$ cat src/rtl/vma_cycle_seq_if.sv
// Signal bundle between the microcode/ifetch requesters, the VMA/map/bus
// datapath and the VMA cycle sequencer.
// master: requester/datapath side (drives requests and map/bus status).
// slave : the sequencer itself.
interface vma_cycle_seq_if;
    logic mem_req;
    logic mem_wr;
    logic ifetch_req;
    logic map_valid;
    logic map_wr_ok;
    logic bus_ack;
    logic vmasel;
    logic vma_load;
    logic memprepare;
    logic bus_req;
    logic bus_wr;
    logic uc_gnt;
    logic if_gnt;
    logic mem_busy;
    logic mem_done;
    logic pgf_rd;
    logic pgf_wr;
    logic bus_timeout;

    modport master (
        output mem_req, mem_wr, ifetch_req, map_valid, map_wr_ok, bus_ack,
        input  vmasel, vma_load, memprepare, bus_req, bus_wr, uc_gnt, if_gnt,
               mem_busy, mem_done, pgf_rd, pgf_wr, bus_timeout
    );

    modport slave (
        input  mem_req, mem_wr, ifetch_req, map_valid, map_wr_ok, bus_ack,
        output vmasel, vma_load, memprepare, bus_req, bus_wr, uc_gnt, if_gnt,
               mem_busy, mem_done, pgf_rd, pgf_wr, bus_timeout
    );
endinterface

$ cat src/rtl/vma_cycle_seq.sv
// VMA cycle sequencer: arbitrates microcode vs instruction-fetch memory
// requests, steers the VMA source mux, holds the map lookup for MAP_LAT
// cycles, checks the map result and runs the bus cycle.
// Optional bus timeout abort is enabled by defining VMA_SEQ_TIMEOUT_EN.
module vma_cycle_seq #(
    parameter int MAP_LAT     = 2,
    parameter int TIMEOUT_CYC = 255,
    parameter int TO_W        = 8
) (
    input  logic            clk,
    input  logic            reset_n,
    vma_cycle_seq_if.slave  bus
);

    localparam int MW = (MAP_LAT > 1) ? $clog2(MAP_LAT) : 1;
    localparam logic [MW-1:0] MAP_LAST = MW'(MAP_LAT - 1);

    // Reject impossible configurations at elaboration time.
    if (MAP_LAT < 1 || TIMEOUT_CYC >= (1 << TO_W)) begin : g_cfg_err
        $error("vma_cycle_seq: MAP_LAT must be >= 1 and TIMEOUT_CYC < 2**TO_W");
    end

    typedef enum logic [1:0] {IDLE, LOAD, MAP, BUS} state_t;

    state_t        state, state_nxt;
    logic          src_uc, src_uc_nxt;
    logic          wr, wr_nxt;
    logic [MW-1:0] map_cnt, map_cnt_nxt;
    logic          uc_gnt_q, uc_gnt_nxt;
    logic          if_gnt_q, if_gnt_nxt;
    logic          done_q, done_nxt;
    logic          pgf_rd_q, pgf_rd_nxt;
    logic          pgf_wr_q, pgf_wr_nxt;
`ifdef VMA_SEQ_TIMEOUT_EN
    logic [TO_W-1:0] to_cnt, to_cnt_nxt;
    logic            timeout_q, timeout_nxt;
`endif

    // Next-state, request latching and next values of the one-cycle pulses.
    always_comb begin
        state_nxt   = state;
        src_uc_nxt  = src_uc;
        wr_nxt      = wr;
        map_cnt_nxt = '0;
        uc_gnt_nxt  = 1'b0;
        if_gnt_nxt  = 1'b0;
        done_nxt    = 1'b0;
        pgf_rd_nxt  = 1'b0;
        pgf_wr_nxt  = 1'b0;
`ifdef VMA_SEQ_TIMEOUT_EN
        to_cnt_nxt  = '0;
        timeout_nxt = 1'b0;
`endif
        case (state)
            IDLE: begin
                if (bus.mem_req) begin
                    src_uc_nxt = 1'b1;
                    wr_nxt     = bus.mem_wr;
                    uc_gnt_nxt = 1'b1;
                    state_nxt  = LOAD;
                end else if (bus.ifetch_req) begin
                    src_uc_nxt = 1'b0;
                    wr_nxt     = 1'b0;
                    if_gnt_nxt = 1'b1;
                    state_nxt  = LOAD;
                end
            end
            LOAD: begin
                state_nxt = MAP;
            end
            MAP: begin
                if (map_cnt == MAP_LAST) begin
                    if (!bus.map_valid) begin
                        pgf_rd_nxt = !wr;
                        pgf_wr_nxt = wr;
                        state_nxt  = IDLE;
                    end else if (wr && !bus.map_wr_ok) begin
                        pgf_wr_nxt = 1'b1;
                        state_nxt  = IDLE;
                    end else begin
                        state_nxt  = BUS;
                    end
                end else begin
                    map_cnt_nxt = map_cnt + 1'b1;
                end
            end
            BUS: begin
                if (bus.bus_ack) begin
                    done_nxt  = 1'b1;
                    state_nxt = IDLE;
                end
`ifdef VMA_SEQ_TIMEOUT_EN
                else if (to_cnt == TO_W'(TIMEOUT_CYC)) begin
                    timeout_nxt = 1'b1;
                    state_nxt   = IDLE;
                end else begin
                    to_cnt_nxt = to_cnt + 1'b1;
                end
`endif
            end
            default: begin
                state_nxt = IDLE;
            end
        endcase
    end

    // State, latched request attributes, counters and registered pulses.
    always_ff @(posedge clk) begin
        if (!reset_n) begin
            state     <= IDLE;
            src_uc    <= 1'b0;
            wr        <= 1'b0;
            map_cnt   <= '0;
            uc_gnt_q  <= 1'b0;
            if_gnt_q  <= 1'b0;
            done_q    <= 1'b0;
            pgf_rd_q  <= 1'b0;
            pgf_wr_q  <= 1'b0;
`ifdef VMA_SEQ_TIMEOUT_EN
            to_cnt    <= '0;
            timeout_q <= 1'b0;
`endif
        end else begin
            state     <= state_nxt;
            src_uc    <= src_uc_nxt;
            wr        <= wr_nxt;
            map_cnt   <= map_cnt_nxt;
            uc_gnt_q  <= uc_gnt_nxt;
            if_gnt_q  <= if_gnt_nxt;
            done_q    <= done_nxt;
            pgf_rd_q  <= pgf_rd_nxt;
            pgf_wr_q  <= pgf_wr_nxt;
`ifdef VMA_SEQ_TIMEOUT_EN
            to_cnt    <= to_cnt_nxt;
            timeout_q <= timeout_nxt;
`endif
        end
    end

    assign bus.vma_load   = (state == LOAD);
    assign bus.vmasel     = ((state == LOAD) || (state == MAP)) && src_uc;
    assign bus.memprepare = (state == MAP);
    assign bus.bus_req    = (state == BUS);
    assign bus.bus_wr     = (state == BUS) && wr;
    assign bus.mem_busy   = (state != IDLE);
    assign bus.uc_gnt     = uc_gnt_q;
    assign bus.if_gnt     = if_gnt_q;
    assign bus.mem_done   = done_q;
    assign bus.pgf_rd     = pgf_rd_q;
    assign bus.pgf_wr     = pgf_wr_q;
`ifdef VMA_SEQ_TIMEOUT_EN
    assign bus.bus_timeout = timeout_q;
`else
    assign bus.bus_timeout = 1'b0;
`endif

endmodule
$ cat src/flat_wrapper.sv
// flat-port wrapper written by rule: the top's interface ports become plain ports
module vma_cycle_seq_flat 
#(
    parameter int MAP_LAT     = 2,
    parameter int TIMEOUT_CYC = 255,
    parameter int TO_W        = 8
)
  (clk, reset_n, bus_mem_req, bus_mem_wr, bus_ifetch_req, bus_map_valid, bus_map_wr_ok, bus_bus_ack, bus_vmasel, bus_vma_load, bus_memprepare, bus_bus_req, bus_bus_wr, bus_uc_gnt, bus_if_gnt, bus_mem_busy, bus_mem_done, bus_pgf_rd, bus_pgf_wr, bus_bus_timeout);
  vma_cycle_seq_if bus_i ();
  input  logic clk;
  input  logic reset_n;
  input wire logic [$bits(bus_i.mem_req)-1:0] bus_mem_req;
  input wire logic [$bits(bus_i.mem_wr)-1:0] bus_mem_wr;
  input wire logic [$bits(bus_i.ifetch_req)-1:0] bus_ifetch_req;
  input wire logic [$bits(bus_i.map_valid)-1:0] bus_map_valid;
  input wire logic [$bits(bus_i.map_wr_ok)-1:0] bus_map_wr_ok;
  input wire logic [$bits(bus_i.bus_ack)-1:0] bus_bus_ack;
  output wire logic [$bits(bus_i.vmasel)-1:0] bus_vmasel;
  output wire logic [$bits(bus_i.vma_load)-1:0] bus_vma_load;
  output wire logic [$bits(bus_i.memprepare)-1:0] bus_memprepare;
  output wire logic [$bits(bus_i.bus_req)-1:0] bus_bus_req;
  output wire logic [$bits(bus_i.bus_wr)-1:0] bus_bus_wr;
  output wire logic [$bits(bus_i.uc_gnt)-1:0] bus_uc_gnt;
  output wire logic [$bits(bus_i.if_gnt)-1:0] bus_if_gnt;
  output wire logic [$bits(bus_i.mem_busy)-1:0] bus_mem_busy;
  output wire logic [$bits(bus_i.mem_done)-1:0] bus_mem_done;
  output wire logic [$bits(bus_i.pgf_rd)-1:0] bus_pgf_rd;
  output wire logic [$bits(bus_i.pgf_wr)-1:0] bus_pgf_wr;
  output wire logic [$bits(bus_i.bus_timeout)-1:0] bus_bus_timeout;
  assign bus_i.mem_req = bus_mem_req;
  assign bus_i.mem_wr = bus_mem_wr;
  assign bus_i.ifetch_req = bus_ifetch_req;
  assign bus_i.map_valid = bus_map_valid;
  assign bus_i.map_wr_ok = bus_map_wr_ok;
  assign bus_i.bus_ack = bus_bus_ack;
  assign bus_vmasel = bus_i.vmasel;
  assign bus_vma_load = bus_i.vma_load;
  assign bus_memprepare = bus_i.memprepare;
  assign bus_bus_req = bus_i.bus_req;
  assign bus_bus_wr = bus_i.bus_wr;
  assign bus_uc_gnt = bus_i.uc_gnt;
  assign bus_if_gnt = bus_i.if_gnt;
  assign bus_mem_busy = bus_i.mem_busy;
  assign bus_mem_done = bus_i.mem_done;
  assign bus_pgf_rd = bus_i.pgf_rd;
  assign bus_pgf_wr = bus_i.pgf_wr;
  assign bus_bus_timeout = bus_i.bus_timeout;
  vma_cycle_seq #(.MAP_LAT(MAP_LAT), .TIMEOUT_CYC(TIMEOUT_CYC), .TO_W(TO_W)) u_core (.clk(clk), .reset_n(reset_n), .bus(bus_i));
endmodule
$ cat config.mk
export PLATFORM = sky130hd
export DESIGN_NAME = vma_cycle_seq_flat
export DESIGN_NICKNAME = d
export VERILOG_FILES = /design/src/rtl/vma_cycle_seq_if.sv /design/src/rtl/vma_cycle_seq.sv /design/src/flat_wrapper.sv
export SDC_FILE = /design/constraint.sdc
export NUM_CORES = 1
export LEC_CHECK = 0
export BUFFER_PORTS_ARGS = -buffer_cell sky130_fd_sc_hd__buf_2
export CORE_MARGIN = 2
export CORE_UTILIZATION = 32
export CTS_CLUSTER_SIZE = 14
export DETAILED_ROUTE_END_ITERATION = 8
export HOLD_SLACK_MARGIN = 0.15
export PLACE_DENSITY = 0.59
export SYNTH_ARGS = -nofsm -noshare
export SYNTH_HDL_FRONTEND = slang
export SYNTH_SLANG_ARGS = --single-unit
$ cat constraint.sdc
create_clock -name clk -period 1.9 [get_ports clk]
set_input_delay 0.095 -clock clk [delete_from_list [all_inputs] [get_ports clk]]
set_output_delay 0.095 -clock clk [all_outputs]
set_load 0.005 [all_outputs]
Word level (Yosys, flattened, before mapping)
Cells that the tools add are included.
{ "word_totals": {"input_bits": 8, "reg_bits": 10, "wordCells": 52} }
{ "op_classes": {"bitwise_logic": 4, "reduce_logical": 17, "muxes": 15, "add_sub_neg": 1, "n_eq_ne": 6} }
{ "ops": {"columns": ["op", "count"], "rows": [
  ["$mux W2", 6],
  ["$mux W1", 8],
  ["$pmux W2 S4", 1],
  ["$reduce_and A2 Y1", 3],
  ["$reduce_and A3 Y1", 2],
  ["$reduce_or A3 Y1", 2],
  ["$eq A2 B2 Y1 const B", 2],
  ["$not A1 Y1", 4],
  ["$reduce_bool A2 Y1", 2],
  ["$reduce_or A4 Y1", 1],
  ["$logic_and A1 B1 Y1", 3],
  ["$ne A3 B3 Y1 const B", 1],
  ["$eq A2 B1 Y1 const B", 1],
  ["$logic_not A1 Y1", 2],
  ["$logic_not A2 Y1", 1],
  ["$ne A2 B1 Y1 const B", 1],
  ["$ne A2 B2 Y1 const B", 1],
  ["$add A1 B1 Y1 const B", 1],
  ["$logic_or A1 B1 Y1", 1]
]} }

Longest topological paths before layout
Gate-level depths: netlist of run 1.
{ "depth": {"ltp_word": 6, "ltp_mapped": 5, "ltp_nobuf": 5} }

Least setup slack after synthesis of run 1
No wires, ideal clock.
{ "synth_path": {"path_kind": "reg2reg", "startpoint": "reg u_core.state[1]", "endpoint": "reg u_core.state[1]", "path_buffers": 0, "slack_ns": 0.390, "stages_incl_launch_ff": 6, "t_arrival_ns": 1.423, "cell_sequence": "dfxtp_1 -> inv_1 -> ha_1 -> or3b_1 -> and3_4 -> a221oi_2"} }
{ "synth_via": {"elab_chain_cells": 3, "word_cells_on_any_way": 9} }
{ "synth_lines": {"columns": ["element", "line", "text"], "rows": [
  ["start: declaration", "vma_cycle_seq.sv:25", "state_t state, state_nxt;"],
  ["start signal: assignment", "vma_cycle_seq.sv:124", "state <= state_nxt;"],
  ["$eq A2 B2 Y1 / $logic_not A2 Y1 (equally long branches)", "vma_cycle_seq.sv:54", "case (state)"],
  ["$ne A2 B1 Y1 (no line), or another cell as far along", null, null],
  ["$reduce_and A3 Y1 (no line)", null, null]
]} }
Parallel ways exist; a longest one is shown, timed or not.
A chain may end at the register's enable or synchronous reset.

Worst setup path in the final report of run 1
Same ends and word-level chain as after synthesis.

==> flow_summary.yaml, run 1 <==
yosys:
  synth_area_leaders: "dfxtp_1, ha_1, a31oi_1, and3_1, a221oi_2"
  synth_mux_area_frac: 0
  synth_compound_area_frac: 0.1323
  syn_area_um2: 473.0
  syn-num-nets: 62
  yosysUniqueCellTypes: 23
  yosysTopAreaCellShare: 0.4233
  synth_top_family_by_area: "simple AND/OR/NAND/NOR gates"
  yosysWarnings: 0
  synth_xor_xnor_area_share: 0
  synthAdderAreaFrac: 0.1323
  synth_top_area_cell: "dfxtp_1"
  ys_ff_latch: 10
  seq_area_frac_synth: 0.4233
  synth_cells: 49
  syn_avg_cell_area_um2: 9.652
  synth-simple-area-share: 0.2566
setup_path:
  reg2reg_to: "u_core.state[1]"
  rr_worst_depth: 5
  crit_fanout: 7
  cp-start-kind: "flip-flop"
  reg2reg_from: "u_core.state[1]"
  worstPathCellList: "inv_1 -> ha_1 -> or3b_1 -> and3_4 -> a221oi_2"
  worst_path_max_delay_cell: "or3b_1"
  r2r_slack_ps: 250
  worst_ep_required_time_ps: 2090
  path_class: "reg -> reg"
  endpoint_kind: "flip-flop"
  startpoint: "u_core.state[1]"
  cpPeakStageDelay_ps: 420
  cp.arrival_ps: 1840
routing:
  drtIter0Drc: 4
  via_count: 432
  dr.pass1.iters: 4
  detail_route.vias_per_cell: 4.645
  routed_wl_um: 1009
  ant_nets: 0
  wl_per_cell_um: 10.85
  drc: 0
clocking:
  cts.htree.levels: 1
  cts_root_buf: "clkbuf_4"
  post_cts_resized: 0
  numCtsBuffers: 3
  insertion_delay_ps: 270
  holdBufCountCts: 8
  cts_setup_buffers: 0
  clock_path_buffers: 2
  cts_tree: "done"
  clk_pin_slew_ps: 70
  cts.sinks: 10
timing:
  tns_ps: 0
  drv_slew: 0
  min_period_over_period: 0.8695
  period_needed_ps: 1652
  finClkSkew_ps: 8.918
  rsz0062_at_grt: "false"
  timing.fmax_ghz: 0.6053
  hold_viol: 0
  setup_violations: 0
floorplanning:
  io_pins: 20
  die_x_um: 42.45
  die_area_um2: 1802
  start_util: 0.3546
  die_h_um: 42.45
  core_um2: 1334
  rows: 13
run_status:
  run_status: "complete, no violations"
placement:
  gp_congestion: 0.6962
  hpwlAfterDp_um: 702.9
  place_area_um2: 574.3
  dp.cells: 81
  port_buffers: 18
power_and_ir_drop:
  report.power.total_w: 0.0008196
  pwr_density_cell_nw_per_um2: 1187
  switchingPower_w: 0.0002788
  p_int_w: 0.0005407
  power_frac_seq: 0.350
  peakVddDrop_mv: 0.5496
  comb_power_share: 0.414
  leakage_nw: 0.3567
  swShare: 0.3402
  p_clk_frac: 0.237
global_routing:
  grt_pass1_vias: 410
  overflow: 0
  track_usage: 0.1237
  grt_pass1_wl_um: 1662
  grt_max_degree: 8
  antenna_found_initial: 0
layout:
  syn2layout_area_growth_pct: 46.03
  nNetsFinal: 92
  fin_area_um2: 690.7
  fin_cells: 93
  layout-drive-gt1-share: 0.3333
  num_antenna_cells: 0
hold_path:
  min_from: "bus_ifetch_req"
  hold_class: "in -> reg"
  holdPathStages: 4
  worstHoldEndpoint: "u_core.src_uc"
job:
  drv_cap: 0
flip-flops by register name (all words and copies together) (netlist names):
signal,count
u_core.state,2
u_core.wr,1
u_core.bus.mem_done,1
u_core.src_uc,1
u_core.bus.pgf_rd,1
u_core.bus.uc_gnt,1
u_core.bus.pgf_wr,1
u_core.map_cnt,1
u_core.bus.if_gnt,1
power groups by stage:
stage | clock network, W | logic [W] | registers (W)
global route | 0.000208 | 0.000384 | 0.000294
detailed placement | 0 | 0.000327 | 0.000292
finish | 0.000194 | 0.000339 | 0.000287
global placement | 0 | 0.000327 | 0.000290
CTS | 0.000201 | 0.000343 | 0.000287
floorplan | 0 | 0.000234 | 0.000284
synth_stat cells:
cell and n:
and3_2 1, inv_1 4, or2b_2 1, nor2_1 3, nor3_1 1, a22oi_1 1, nand4_1 1, o21ai_0 1
and3_4 1, and3_1 3, a31oi_1 3, a32oi_1 1, conb_1 1, dfxtp_1 10, nand2b_1 2, and2_1 2
a221oi_2 1, nand2_1 3, or3b_1 1, nor3b_1 1, buf_4 1, a211oi_1 1, ha_1 5
critical path: cells and delay by family, from the launching register on:
kind,cells,cell delay (ps)
AO/OA/AOI/OAI,1,220
adder cells (fa/ha/maj),1,280
buffers and inverters,1,150
flip-flops,1,340
AND/OR/NAND/NOR,2,600
per-stage QoR:
| step | util | setup WS, ps | hold WS, ps |
|---|---|---|---|
| 5_1_grt | 0.5178 | 117.6 | 222.6 |
| 3_3_place_gp | 0.4306 | 309.4 | 334.2 |
| 2_1_floorplan | - | 390.1 | 170.8 |
| 3_5_place_dp | 0.4306 | 260.1 | 331.4 |
| 4_1_cts | 0.5178 | 244.8 | 190.3 |
| 6_report | 0.5178 | 248.0 | 186.9 |
placed cells by master (no fill, tap or decap), drive strengths merged, types with 2 or more instances in the layout:
cell type    netlist  layout
buf                1      18
nor2               3       3
and2               2       2
inv                4       4
and3               5       5
dlygate4sd3        0       8
nand2              3       3
nand2b             2       2
ha                 5       5
clkbuf             0       4
a31oi              3       3
dfxtp             10      10
cell type report:
| cell class | instances | area (µm²) |
|---|---|---|
| inverter | 4 | 15.01 |
| sequential | 10 | 200.2 |
| clock buffer | 4 | 36.28 |
| timing repair buffer | 26 | 170.2 |
| tap | 15 | 18.77 |
| multi-input combinational | 34 | 250.2 |
| fill | 136 | 643.1 |
how the worst max path moves through the flow:
| stage | depth (start not counted) | slack [ps] | to |
|---|---|---|---|
| floorplan | 5 | 390 | u_core.state[1] |
| global placement | 5 | 310 | u_core.state[1] |
| detailed placement | 5 | 260 | u_core.state[1] |
| CTS | 5 | 240 | u_core.state[1] |
| global route | 5 | 120 | u_core.bus.if_gnt |
| finish | 5 | 250 | u_core.state[1] |
metal layers:
layer	share of wire	up-vias	global-route usage
met2	0.43	19	0.2000
met3	0.097	0	0.06466
met1	0.48	183	0.1403
li1	-	230	-
met4	0	0	0.03750
met5	0	-	0
cells by family after synthesis:
group / count (synthesis)
simple gates: 20
flops: 10
compound gates: 8
buf+inv: 5
fa+ha+maj: 5
other cells: 1
Note: power is estimated with default switching activity, not from simulation.
==> inputs of run 2 (changes only) <==
CELL_PAD_IN_SITES_DETAIL_PLACEMENT = 1   (was not set)
CELL_PAD_IN_SITES_GLOBAL_PLACEMENT = 1   (was not set)
CTS_CLUSTER_SIZE = 28   (was 14)
PLACE_DENSITY = 0.76   (was 0.59)
==> run 2 against run 1 <==
  * Power rose by 0.89%
  * Sequential share of layout area up 0.43 points
  * Utilization fell by 0.75 points
  * Wire length is 14% higher
  * Clock skew shrank 5.8 ps
  * Clock power is 3% lower
==> flow_summary.yaml, run 2 (synthesis results as in run 1) <==
timing:
  hold_viol: 0
  holdWs_ps: 166.7
  timing.fmax_ghz: 0.5867
  drv_slew: 0
  finClkSkew_ps: 3.098
  rsz0062_at_grt: "false"
  min_period_over_period: 0.8971
  tns_ps: 0
  period_needed_ps: 1704
  setup_violations: 0
  fin_ws_ps: 195.5
hold_path:
  worstHoldEndpoint: "u_core.bus.pgf_wr"
  holdPathStages: 3
  hold_class: "in -> reg"
  min_from: "bus_map_wr_ok"
power_and_ir_drop:
  leakage_nw: 0.3525
  peakVddDrop_mv: 0.6077
  pwr_density_cell_nw_per_um2: 1215
clocking:
  post_cts_resized: 0
  clock_path_buffers: 2
  clk_pin_slew_ps: 70
  insertion_delay_ps: 260
  cts.htree.levels: 1
  numCtsBuffers: 3
  cts_tree: "done"
  cts_setup_buffers: 0
  cts.sinks: 10
  cts_root_buf: "clkbuf_4"
routing:
  wl_per_cell_um: 12.52
  ant_nets: 0
  via_count: 451
  routed_wl_um: 1152
  drtIter0Drc: 7
  dr.pass1.iters: 2
  detail_route.vias_per_cell: 4.902
  drc: 0
global_routing:
  grt_max_degree: 8
  grt_pass1_wl_um: 1925
  track_usage: 0.1431
  antenna_found_initial: 0
  overflow: 0
  grt_pass1_vias: 448
setup_path:
  rr_worst_depth: 5
  worst_ep_required_time_ps: 2070
  endpoint_kind: "flip-flop"
  crit_fanout: 7
  r2r_slack_ps: 200
  path_class: "reg -> reg"
  cp.arrival_ps: 1880
  cp-start-kind: "flip-flop"
  reg2reg_to: "u_core.state[1]"
  reg2reg_from: "u_core.state[1]"
placement:
  port_buffers: 18
  gp_congestion: 0.6548
  dp_worst_setup_slack_ps: 248.3
  place_area_um2: 574.3
  dp.cells: 81
floorplanning:
  start_util: 0.3546
  io_pins: 20
  die_area_um2: 1802
  rows: 13
  die_x_um: 42.45
  die_h_um: 42.45
  core_um2: 1334
layout:
  syn2layout_area_growth_pct: 43.92
  layout-drive-gt1-share: 0.3377
  fin_area_um2: 680.7
  num_antenna_cells: 0
  layout_common_cells: "buf_2, dfxtp_1, dlygate4sd3_1"
  top_register: "u_core.state"
  layout_commonest_cell: "buf_2"
  nNetsFinal: 91
  fin_cells: 92
  largest_reg_flops: 2
job:
  drv_cap: 0
run_status:
  run_status: "complete, no violations"
run 2: routing by layer:
metal  vias to the layer above  wire, µm  track usage  part of all wire
li1                        225         -            -                 -
met1                       208       504       0.1714              0.44
met2                        16       555       0.2400              0.48
met3                         2        82      0.03879             0.071
met4                         0        10      0.05625            0.0087
met5                         -         0            0                 0
run 2: repair_timing:
item                                    CTS  global route
endpoints found under the setup margin    0             0
hold buffers                              7             0
hold endpoints to repair                  5             0
run 2: area by class of cell:
type	count	area [µm²]
fillers	170	653.1
flip-flops and latches	10	200.2
well taps	15	18.77
multi-input cells	34	250.2
repair buffers	25	160.2
clock buffers	4	36.28
inverters	4	15.01
run 2: stage by stage:
stage	util	total power [W]
4_1_cts	0.5103	0.0008358
3_3_place_gp	0.4306	0.0006188
3_5_place_dp	0.4306	0.0006280
5_1_grt	0.5103	0.0008962
2_1_floorplan	-	0.0005185
6_report	0.5103	0.0008268
run 2: critical path: stages, from the launching register on:
cell	delay (ps)
dfxtp_1	340
inv_1	160
ha_1	290
or3b_1	420
and3_4	180
a221oi_2	240
run 2: worst max path at each step:
stage | endpoint | start | cells after the start
final | u_core.state[1] | u_core.state[1] | 5
after global routing | u_core.state[1] | u_core.state[1] | 5
after CTS | u_core.state[1] | u_core.state[1] | 5
after global placement | u_core.state[1] | u_core.state[1] | 5
after detailed placement | u_core.state[1] | u_core.state[1] | 5
after floorplan | u_core.state[1] | u_core.state[1] | 5
run 2: where the power goes:
group / switching, W / internal [W] / total [W]
combinational: 0.000178 / 0.000171 / 0.000349
sequential: 0.0000362 / 0.000253 / 0.000289
clock: 0.0000727 / 0.000116 / 0.000189
